[config.mk]
export PLATFORM = sky130hd
export DESIGN_NAME = cdc_wr_packer
export DESIGN_NICKNAME = d
export VERILOG_FILES = /design/src/rtl/cdc_wr_packer.sv
export SDC_FILE = /design/constraint.sdc
export NUM_CORES = 1
export LEC_CHECK = 0
export ABC_AREA = 1
export ABC_CLOCK_PERIOD_IN_PS = 5900
export CAP_MARGIN = 20
export CORE_MARGIN = 2
export CORE_UTILIZATION = 30
export DETAILED_ROUTE_END_ITERATION = 6
export PLACE_DENSITY = 0.5
export SETUP_SLACK_MARGIN = 0.4
export SLEW_MARGIN = 30
export SYNTH_ARGS = -nofsm -noshare
export SYNTH_HDL_FRONTEND = slang
export SYNTH_SLANG_ARGS = --single-unit
[constraint.sdc]
create_clock -name clk_wr -period 5.9 [get_ports clk_wr]
set_clock_uncertainty 0.1 [all_clocks]
set_input_delay 1.18 -clock clk_wr [delete_from_list [all_inputs] [get_ports clk_wr]]
set_output_delay 1.18 -clock clk_wr [all_outputs]
set_load 0.05 [all_outputs]
[src/rtl/cdc_wr_packer.sv]
// Write-side packer in front of the async CDC FIFO: gathers RATIO
// narrow beats into one tagged FIFO word, with partial-word flushing.
module cdc_wr_packer #(
    parameter int IN_WIDTH  = 8,
    parameter int RATIO     = 4,
    parameter int SLOTS     = 2,
    parameter int AF_MARGIN = 1,
    parameter int TIMEOUT   = 16,
    localparam int IDX_W     = $clog2(RATIO),
    localparam int OCW       = $clog2(SLOTS) + 1,
    localparam int OUT_WIDTH = RATIO * IN_WIDTH + IDX_W + 1
) (
    input  logic                 clk_wr,
    input  logic                 arst_wr,
    input  logic                 in_valid_i,
    input  logic [IN_WIDTH-1:0]  in_data_i,
    input  logic                 in_last_i,
    output logic                 in_ready_o,
    output logic                 fifo_wr_en_o,
    output logic [OUT_WIDTH-1:0] fifo_wr_data_o,
    input  logic                 fifo_full_i,
    input  logic [OCW-1:0]       fifo_ocup_i,
    output logic                 almost_full_o,
    output logic [15:0]          words_o
);

    localparam int TS_W = (TIMEOUT > 1) ? $clog2(TIMEOUT) : 1;
    localparam logic [TS_W-1:0] TS_MAX =
        TS_W'((TIMEOUT > 0) ? TIMEOUT - 1 : 0);
    localparam logic [IDX_W-1:0] IDX_MAX = IDX_W'(RATIO - 1);
    localparam logic [OCW-1:0] AF_LEVEL = OCW'(SLOTS - AF_MARGIN);

    logic [RATIO-1:0][IN_WIDTH-1:0] r_acc;
    logic [IDX_W-1:0]               r_idx;
    logic [TS_W-1:0]                r_ts;
    logic                           r_out_valid;
    logic [OUT_WIDTH-1:0]           r_out_data;
    logic                           r_af;
    logic [15:0]                    r_words;

    logic                           w_out_free;
    logic                           w_drain;
    logic                           w_accept;
    logic                           w_complete;
    logic                           w_flush;
    logic                           w_load;
    logic [RATIO-1:0][IN_WIDTH-1:0] w_lanes;
    logic [IDX_W-1:0]               w_cnt;
    logic                           w_last;
    logic [OUT_WIDTH-1:0]           w_word;

    assign w_out_free = !r_out_valid || !fifo_full_i;
    assign w_drain    = r_out_valid && !fifo_full_i;
    assign in_ready_o = !arst_wr && w_out_free;
    assign w_accept   = in_valid_i && in_ready_o;
    assign w_complete = w_accept && (r_idx == IDX_MAX || in_last_i);
    assign w_flush    = (TIMEOUT != 0) && !w_accept && (r_idx != '0)
                        && (r_ts == TS_MAX) && w_out_free;
    assign w_load     = w_complete || w_flush;

    assign fifo_wr_en_o   = w_drain;
    assign fifo_wr_data_o = r_out_data;
    assign almost_full_o  = r_af;
    assign words_o        = r_words;

    // Build the outgoing word: filled lanes, the completing beat, zeros above.
    always_comb begin
        w_lanes = '0;
        for (int j = 0; j < RATIO; j++) begin
            if (IDX_W'(j) < r_idx) begin
                w_lanes[j] = r_acc[j];
            end else if (IDX_W'(j) == r_idx && w_complete) begin
                w_lanes[j] = in_data_i;
            end
        end
        w_cnt  = w_complete ? r_idx : r_idx - IDX_W'(1);
        w_last = w_complete ? in_last_i : 1'b0;
        w_word = {w_last, w_cnt, w_lanes};
    end

    // Lane fill pointer and idle timer for the partial word.
    always_ff @(posedge clk_wr or posedge arst_wr) begin
        if (arst_wr) begin
            r_idx <= '0;
            r_ts  <= '0;
        end else begin
            if (w_load) begin
                r_idx <= '0;
            end else if (w_accept) begin
                r_idx <= r_idx + IDX_W'(1);
            end
            if (w_accept || w_flush) begin
                r_ts <= '0;
            end else if (r_idx != '0 && r_ts != TS_MAX) begin
                r_ts <= r_ts + TS_W'(1);
            end
        end
    end

    // Lane storage; contents are meaningless until written.
    always_ff @(posedge clk_wr) begin
        if (w_accept) begin
            r_acc[r_idx] <= in_data_i;
        end
    end

    // Output word valid: set on load, cleared once the FIFO takes it.
    always_ff @(posedge clk_wr or posedge arst_wr) begin
        if (arst_wr) begin
            r_out_valid <= 1'b0;
        end else if (w_load) begin
            r_out_valid <= 1'b1;
        end else if (w_drain) begin
            r_out_valid <= 1'b0;
        end
    end

    // Output word payload, held stable while the FIFO is full.
    always_ff @(posedge clk_wr) begin
        if (w_load) begin
            r_out_data <= w_word;
        end
    end

    // Registered almost-full flag and wrapping write counter.
    always_ff @(posedge clk_wr or posedge arst_wr) begin
        if (arst_wr) begin
            r_af    <= 1'b0;
            r_words <= '0;
        end else begin
            r_af <= (fifo_ocup_i >= AF_LEVEL);
            if (w_drain) begin
                r_words <= r_words + 16'd1;
            end
        end
    end

endmodule

==> results of run 1 <==
power groups by stage:
stage / Clock, mW / Sequential [mW] / Combinational, mW
final: 0.515 / 0.730 / 0.323
after global routing: 0.551 / 0.738 / 0.353
after CTS: 0.530 / 0.730 / 0.328
after detailed placement: 0 / 0.742 / 0.327
after global placement: 0 / 0.741 / 0.322
after floorplan: 0 / 0.820 / 0.140
metal layers:
metal	up-vias	GRT usage, %
met1	1070	15.9
met2	58	18.6
met4	0	5.19
met5	-	0
li1	1148	-
met3	10	2.72
cell families (layout without fill, tap and decap cells):
group,Yosys count,in the layout,synth area share [%]
compound gates,31,31,5.13
xor+xnor,13,13,3.27
fa+ha+maj,6,6,2.15
buf+inv,44,124,5.21
flops,83,83,68.1
simple gates,120,120,16.2
worst max-delay path: cells and delay by family:
| family | cells | cell delay [ns] |
|---|---|---|
| buf+inv | 4 | 1.47 |
| simple gates | 1 | 0.10 |
layout make-up:
type                            instances  share of cell area (%)
Clock buffer                            9                    4.90
Clock inverter                          7                    1.12
Inverter                               38                    3.10
Multi-Input combinational cell        170                    20.3
Sequential cell                        83                    51.6
Tap cell                              143                    3.89
Timing Repair Buffer                   70                    15.1
worst max path at each step:
stage | start | to | slack, ns | depth (start not counted)
2_1_floorplan | arst_wr | fifo_wr_data_o[0]$_DFFE_PP_ | 2.37 | 6
3_3_place_gp | fifo_full_i | fifo_wr_en_o | 1.85 | 5
3_5_place_dp | fifo_full_i | fifo_wr_en_o | 1.86 | 5
4_1_cts | fifo_full_i | fifo_wr_en_o | 1.86 | 5
5_1_grt | fifo_full_i | fifo_wr_en_o | 1.78 | 5
6_report | fifo_full_i | fifo_wr_en_o | 1.88 | 5
cell usage in the layout (no fill, tap or decap), types with 3 or more instances in the layout:
| cell type | netlist | layout |
|---|---|---|
| clkbuf_16 | 0 | 9 |
| clkdlybuf4s50_1 | 0 | 68 |
| dfrtp_1 | 24 | 24 |
| edfxtp_1 | 59 | 59 |
| ha_1 | 6 | 6 |
| inv_1 | 35 | 35 |
| nand2_1 | 47 | 47 |
| nand3_1 | 23 | 23 |
| nand4_1 | 5 | 5 |
| nor2_1 | 30 | 30 |
| nor2_4 | 3 | 3 |
| o21ai_0 | 19 | 19 |
| o21ai_1 | 4 | 4 |
| o21ai_2 | 4 | 4 |
| xnor2_1 | 7 | 7 |
| xor2_1 | 6 | 6 |
state kept, by name, summed over array words and instances, names as in the netlist:
register and cells:
r_out_valid 1, r_ts 4, r_idx 2, almost_full_o 1, fifo_wr_data_o 35, words_o 16
r_acc 24
==> run metrics, run 1 <==
diode insertion count for antenna repair 0; Maximum Capacitance Violations 0; sequential element share of the synthesized area between 60% and 70%; number of standard cells after synthesis about 300; sum of overflow across all layers after global routing 0; most frequent cell after synthesis edfxtp_1; number of top-level design ports a little under 70; sequential standard cell area ~2400 µm²; number of nets at the end of the flow 393; Endpoint, Worst Hold fifo_wr_data_o[17]$_DFFE_PP_; Sw Pwr about 490 µW; Root Driver clkbuf_16; filler cell count around 1100; peak supply drop around 0.00012 V; result of the run complete, no violations; combined area of the multi-input logic cells slightly above 900 µm²; Hold/Removal Path Class reg2reg; relative contribution of the clock network to total power roughly 33%; fraction of layout cells with a size suffix above 1 under 10%; ranking of synthesized cells by area edfxtp_1 51%, dfrtp_1 17%, nand2_1 5.1%; relative slew slack 47.2%; Gates resized, CTS repair 0; vias per inst between 4 and 5; buffer levels on the longest clock path 2; number of endpoints with negative hold slack in the final report 0; slew at the pin closest to its max-slew limit approximately 0.8 ns; Pre-Repair DR Iteration Count 4; syn_nets about 320; fraction of synthesized cell area taken by the top area cell type 50.8%; total wire length after detailed routing a little under 7 mm; RSZ-0062 raised after global routing no; worst skew pair latency 0.33 ns; area of all placed cells without fillers roughly 4600 µm²; Pint around 1.1 mW; post-route minimum period roughly 4 ns; largest incremental delay on the critical path roughly 0.80 ns; PortBufs 68; worst setup margin 1.88 ns; total routing usage reported by global routing roughly an eighth; synthesized flop and latch total 83; worst reg2reg setup slack 3.10 ns; Inserted Clock Buffers 9; starting density of the core 30.6%; Clock Sink Count 83; Gate power share 20.6%; Slowest-stage cell, CP clkdlybuf4s50_1; CTS tree done; via count of the first global-routing pass 2252; sum of routed wire segments on met1 3.27 mm; post-synthesis instance area approximately 3500 µm²; reported leakage power 1.85 nW; Remaining DRCs 0; Die X-Extent about 110 µm; gp weighted congestion approximately 0.76; number of warnings printed during yosys synthesis 0; post-CTS setup buffers 0; number of pins with negative max-slew slack in the final report 0; Worst Path Class, Setup in2out; most frequently used flop master after synthesis edfxtp_1; final total power roughly 1.6 mW; violation count after the first detailed-routing iteration between 80 and 90; Post-synth EDFFs slightly below 60; power per unit of standard cell area 341 nW/µm²; Max Clk Rate 249 MHz; highest net fanout along the worst path 7; sort of element at the end of the critical path output pin; wire length of the first global-routing pass 11.4 mm; floorplan core area roughly 11000 µm²; ratio of final minimum period to clock period roughly two thirds; number of standard cells in the final layout excluding fillers 520; Avg Cell Area, Syn ~12 µm²; antenna violations before repair 0; DIE AREA ~12000 µm²; CP Data Required Time 4.62 ns; distinct cell type count of the synthesized netlist 31; CTS H-tree lvls 3; Post-Place Worst Slack roughly 1.9 ns; layout overhead on the synthesized area 31.9%; final design utilization between 40% and 50%; wire length per cell after detailed routing around 13 µm; total length of routed met3 wires between 300 and 400 µm; count of hold buffers inserted by post-cts repair 0; placement-stage cell area approximately 4300 µm²; Antenna Nets Post-Route 0; DR top layer met4; data arrival time of the critical path between 2 and 3 ns; final total negative setup slack 0 ns; critical path cell sequence clkdlybuf4s50_1 -> inv_1 -> nand2_4 -> inv_1 -> clkdlybuf4s50_1; Commonest cells post-synth 59 x edfxtp_1, 47 x nand2_1, 35 x inv_1; reg-to-reg startpoint r_idx[1]$_DFFE_PP0P_; proportion of register bits with asynchronous set or reset after synthesis roughly 29%; number of core rows 39; switching part of the total power roughly 31%; hold_ws ~0.42 ns; cell type with the highest aggregate area in the netlist edfxtp_1; count of cells along the worst hold path 2; clock-pin slew on the worst setup and hold paths 0.06 ns; HPWL after detailed placement a little under 5 mm; setup violation total in the final timing report 0; launching element type of the critical path primary input; startpoint of the worst hold path r_acc[17]$_DFFE_PP_; worst reg-to-reg path cell count 6; sequential group share of total power a little under half; floorplan die height ~110 µm; largest net degree at the start of global routing 36; placed cells 504; via count about 2300; total length of routed met2 wires about 3.2 mm; Reg2Reg Capture Point fifo_wr_data_o[20]$_DFFE_PP_
Power figures use the tool's default switching activity.
==> run 2, diff against run 1 <==
--- a/config.mk
+++ b/config.mk
@@ -6,7 +6,7 @@
 export NUM_CORES = 1
 export LEC_CHECK = 0
 export ABC_AREA = 1
-export ABC_CLOCK_PERIOD_IN_PS = 5900
+export ABC_CLOCK_PERIOD_IN_PS = 3800
 export CAP_MARGIN = 20
 export CORE_MARGIN = 2
 export CORE_UTILIZATION = 30
==> constraint.sdc (replaced) <==
create_clock -name clk_wr -period 3.8 [get_ports clk_wr]
set_clock_uncertainty 0.1 [all_clocks]
set_input_delay 0.76 -clock clk_wr [delete_from_list [all_inputs] [get_ports clk_wr]]
set_output_delay 0.76 -clock clk_wr [all_outputs]
set_load 0.05 [all_outputs]
==> run metrics, run 2 (synthesis results as in run 1) <==
result of the run complete, no violations; number of endpoints with negative hold slack in the final report 0; Inserted Clock Buffers 9; Gates resized, CTS repair 0; ratio of final minimum period to clock period 83.9%; CTS tree done; Hold/Removal Path Class reg2reg; Root Driver clkbuf_16; wire length of the first global-routing pass 11.3 mm; RSZ-0062 raised after global routing no; Worst Path Class, Setup in2out; Maximum Capacitance Violations 0; number of nets at the end of the flow between 300 and 400; PortBufs a little under 70; total wire length after detailed routing 7.03 mm; starting density of the core between 30% and 40%; final total negative setup slack 0 ns; most used cells in the layout excluding fill and tap cells 68 x clkdlybuf4s50_1, 59 x edfxtp_1, 47 x nand2_1; placed cells between 500 and 600; post-CTS setup buffers 0; peak supply drop 0.000264 V; buffer levels on the longest clock path 2; sort of element at the end of the critical path output pin; Pre-Repair DR Iteration Count 4; Clock Sink Count 83; HPWL after detailed placement 4.94 mm; setup violation total in the final timing report 0; wire length per cell after detailed routing between 10 and 15 µm; CTS H-tree lvls 3; largest net degree at the start of global routing 36; via count of the first global-routing pass about 2200; antenna violations before repair 0; highest net fanout along the worst path 7; diode insertion count for antenna repair 0; vias per inst approximately 4.3; data arrival time of the critical path roughly 2.3 ns; number of standard cells in the final layout excluding fillers 520; number of pins with negative max-slew slack in the final report 0; reported leakage power 1.86 nW; number of top-level design ports 69; sum of overflow across all layers after global routing 0; Antenna Nets Post-Route 0; number of core rows 39; placement-stage cell area 4330 µm²; via count 2255; clock-pin slew on the worst setup and hold paths roughly 0.060 ns; fraction of layout cells with a size suffix above 1 around 9%; Max Clk Rate 314 MHz; total routing usage reported by global routing between 10% and 20%; floorplan core area ~11000 µm²; DIE AREA approximately 12000 µm²; final design utilization 40.6%; count of hold buffers inserted by post-cts repair 0; commonest non-fill, non-tap cell in the layout clkdlybuf4s50_1; area of all placed cells without fillers roughly 4600 µm²; post-route minimum period around 3.2 ns; Remaining DRCs 0; layout overhead on the synthesized area 32.3%; power per unit of standard cell area ~540 nW/µm²; relative slew slack around 45%; number of flip-flops in the largest register 35; violation count after the first detailed-routing iteration 92; CP Data Required Time just under 3 ns; gp weighted congestion 0.752; slew at the pin closest to its max-slew limit between 0.8 and 0.9 ns; launching element type of the critical path primary input; Die X-Extent about 110 µm; worst skew pair latency 0.33 ns; floorplan die height around 110 µm
-- run 2: cell types whose count changed in the layout (fill, tap and decap cells not counted) --
cell        previous run  this run
buf_4                  2         3
clkinv_4               2         0
inv_6                  2         1
clkinvlp_2             1         0
clkbuf_1               0         1
clkinv_1               2         3
bufinv_16              0         1
-- run 2: power breakdown --
part	total (mW)	switching, mW	leakage (nW)	internal, mW
clock	0.832	0.329	0.134	0.503
combinational	0.502	0.336	0.870	0.167
sequential	1.13	0.0640	0.853	1.07
-- run 2: metal layers --
metal,share of wire (%),GRT usage [%]
met1,47,15.3
met2,46,18.4
met3,5.6,4.19
met4,1.6,5.19
met5,0,0
-- run 2: worst max-delay path, cell delays in order --
cell and delay [ns]:
clkdlybuf4s50_1 0.45, inv_1 0.11, nand2_4 0.10, inv_1 0.11, clkdlybuf4s50_1 0.80
-- run 2: final timing paths --
| kind | endpoint | from | slack (ns) | cells past startpoint |
|---|---|---|---|---|
| max | fifo_wr_en_o | fifo_full_i | 0.61 | 5 |
| min | words_o[8]$_DFFE_PP0P_ | words_o[8]$_DFFE_PP0P_ | 0.41 | 1 |
| max reg2reg | fifo_wr_data_o[13]$_DFFE_PP_ | r_idx[1]$_DFFE_PP0P_ | 1.34 | 6 |
| min reg2reg | words_o[8]$_DFFE_PP0P_ | words_o[8]$_DFFE_PP0P_ | 0.41 | 1 |
| max in group asynchronous | words_o[0]$_DFFE_PP0P_ | arst_wr | 2.55 | 3 |
| min in group asynchronous | words_o[7]$_DFFE_PP0P_ | arst_wr | 0.80 | 3 |
-- run 2: metrics by stage --
step | setup slack, ns | hold slack (ns) | total power, mW
after floorplan | 0.686 | 0.400 | 1.49
after global placement | 0.597 | 0.406 | 1.65
after detailed placement | 0.612 | 0.394 | 1.66
after CTS | 0.608 | 0.422 | 2.50
after global routing | 0.517 | 0.435 | 2.60
final | 0.612 | 0.415 | 2.47
-- run 2: cell type report --
type                            count  area [µm²]
Multi-Input combinational cell    170         931
Tap cell                          143         179
Fill cell                        1120        6760
Timing Repair Buffer               71         703
Clock buffer                       10         229
Clock inverter                      5        53.8
Inverter                           38         143
Sequential cell                    83        2370
==> patch: new RTL, flow settings as in run 2 <==
Set the parameter `TIMEOUT` to 32 (it was 16).
--- a/src/rtl/cdc_wr_packer.sv
+++ b/src/rtl/cdc_wr_packer.sv
@@ -5,7 +5,7 @@
     parameter int RATIO     = 4,
     parameter int SLOTS     = 2,
     parameter int AF_MARGIN = 1,
-    parameter int TIMEOUT   = 16,
+    parameter int TIMEOUT   = 32,
     localparam int IDX_W     = $clog2(RATIO),
     localparam int OCW       = $clog2(SLOTS) + 1,
     localparam int OUT_WIDTH = RATIO * IN_WIDTH + IDX_W + 1
Behaviour: same outputs for any inputs over 10 cycles, from zero or initial values and one cycle with arst_wr high; that may be too few to reach the edited logic, so the function may still have changed.
==> patch against run 2 <==
Wire length increased by 0.67%; sequential cell count increased by 1; power decreased by 1.8%; final area decreased by 0.49%; area after synthesis decreased by 0.83%; synthesized cell count decreased by 4.0%; register-to-register slack got worse by 50 ps; setup slack got worse by 0.92 ps; largest cell class unchanged.
==> patch: results (changes against run 2) <==
| Metric | Value |
|---|---|
| Run status | finished, final reports clean |
| Sequential area share after synthesis | 69.4% (+1.3 points) |
| Ranking of synthesized cells by area | sky130_fd_sc_hd__edfxtp_1 51%, sky130_fd_sc_hd__dfrtp_1 18%, sky130_fd_sc_hd__nand2_1 5.1%, sky130_fd_sc_hd__o21ai_0 3.3%, sky130_fd_sc_hd__nand3_1 3.2% |
| R2R Setup Slk | 1290 ps (-50 ps) |
| Share of synthesized cell area in full adder, half adder and majority cells | 2.53% (+0.38 points) |
| Cell Count Post-Placement | 493 (-2.4%) |
| Hold wc startpoint | words_o[15] |
| Worst Max-Slew Pin Slew | 794 ps (-29.3 ps) |
| Met1 demand-to-capacity share in global routing | 16.1% (+0.83 points) |
| M3 GR Usage | 2.67% (-1.5 points) |
| Reg-to-Reg End | fifo_wr_data_o[2] |
| Parity-gate share of the synthesized area counting xor and xnor cells | 4.06% (+0.79 points) |
| Leakage power total | 0.00178 uW (-4.0%) |
| Combinational power | 474 uW (-5.6%) |
| Yosys cell types | 27 (-13%) |
| Routed length on met2 | 3140 microns (-2.4%) |
| All-Layer GR Usage | 11.9% (-0.083 points) |
| Met3 routed WL | 351 microns (-11%) |
| Total number of nets in the final design | 383 (-2.8%) |
| Placed standard-cell area | 4310 sq um (-0.52%) |
| Smallest hold slack | 405 ps (-9.87 ps) |
| Instance count of the mapped netlist | 285 (-4.0%) |
| Number of global-route vias before repair | 2238 (+2.3%) |
| Post-route worst setup slack | 611 ps (-0.918 ps) |
| VDD IR max | 0.437 mV (+66%) |
| Wire length reported by the detailed router | 7080 microns (+0.67%) |
| Synth cell count leaders | 59 x sky130_fd_sc_hd__edfxtp_1, 47 x sky130_fd_sc_hd__nand2_1, 25 x sky130_fd_sc_hd__dfrtp_1, 25 x sky130_fd_sc_hd__inv_1, 24 x sky130_fd_sc_hd__nor2_1 |
| Routed length on met1 | 3460 microns (+5.0%) |
| Worst hold path depth | 2 (+1) |
| Non-filler cells in the finished layout | 509 (-2.1%) |
| Area fraction in compound gates after synthesis | 4.78% (-0.36 points) |
| Sink of the worst hold path | words_o[15] |
| Synth async-reset ratio | 29.8% (+0.85 points) |
| Post-detail-place hpwl | 4950 microns (+0.29%) |
## patch: cell count changes after synthesis, moves of 2 or more
cell / before / now
sky130_fd_sc_hd__o21ai_1: 4 / 7
sky130_fd_sc_hd__nor2_1: 30 / 24
sky130_fd_sc_hd__inv_1: 35 / 25
sky130_fd_sc_hd__inv_2: 2 / 0
sky130_fd_sc_hd__o21ai_2: 4 / 0
sky130_fd_sc_hd__xor2_1: 6 / 8
sky130_fd_sc_hd__a21oi_1: 1 / 3
sky130_fd_sc_hd__o21ai_0: 19 / 23
## patch: tightest hold or removal path, stage by stage, from the launching register on
cell	delay, ps
sky130_fd_sc_hd__dfrtp_1	370
sky130_fd_sc_hd__nand2_1	60
sky130_fd_sc_hd__nand2_1	50
## patch: layout make-up
type	count	area (sq um)	share of cell area (%)
timing repair buffer	71	703	15.3
multi-input combinational	169	928	20.2
inverter	26	97.6	2.13
clock buffer	9	225	4.91
tap	143	179	3.90
clock inverter	7	57.6	1.25
sequential	84	2400	52.2
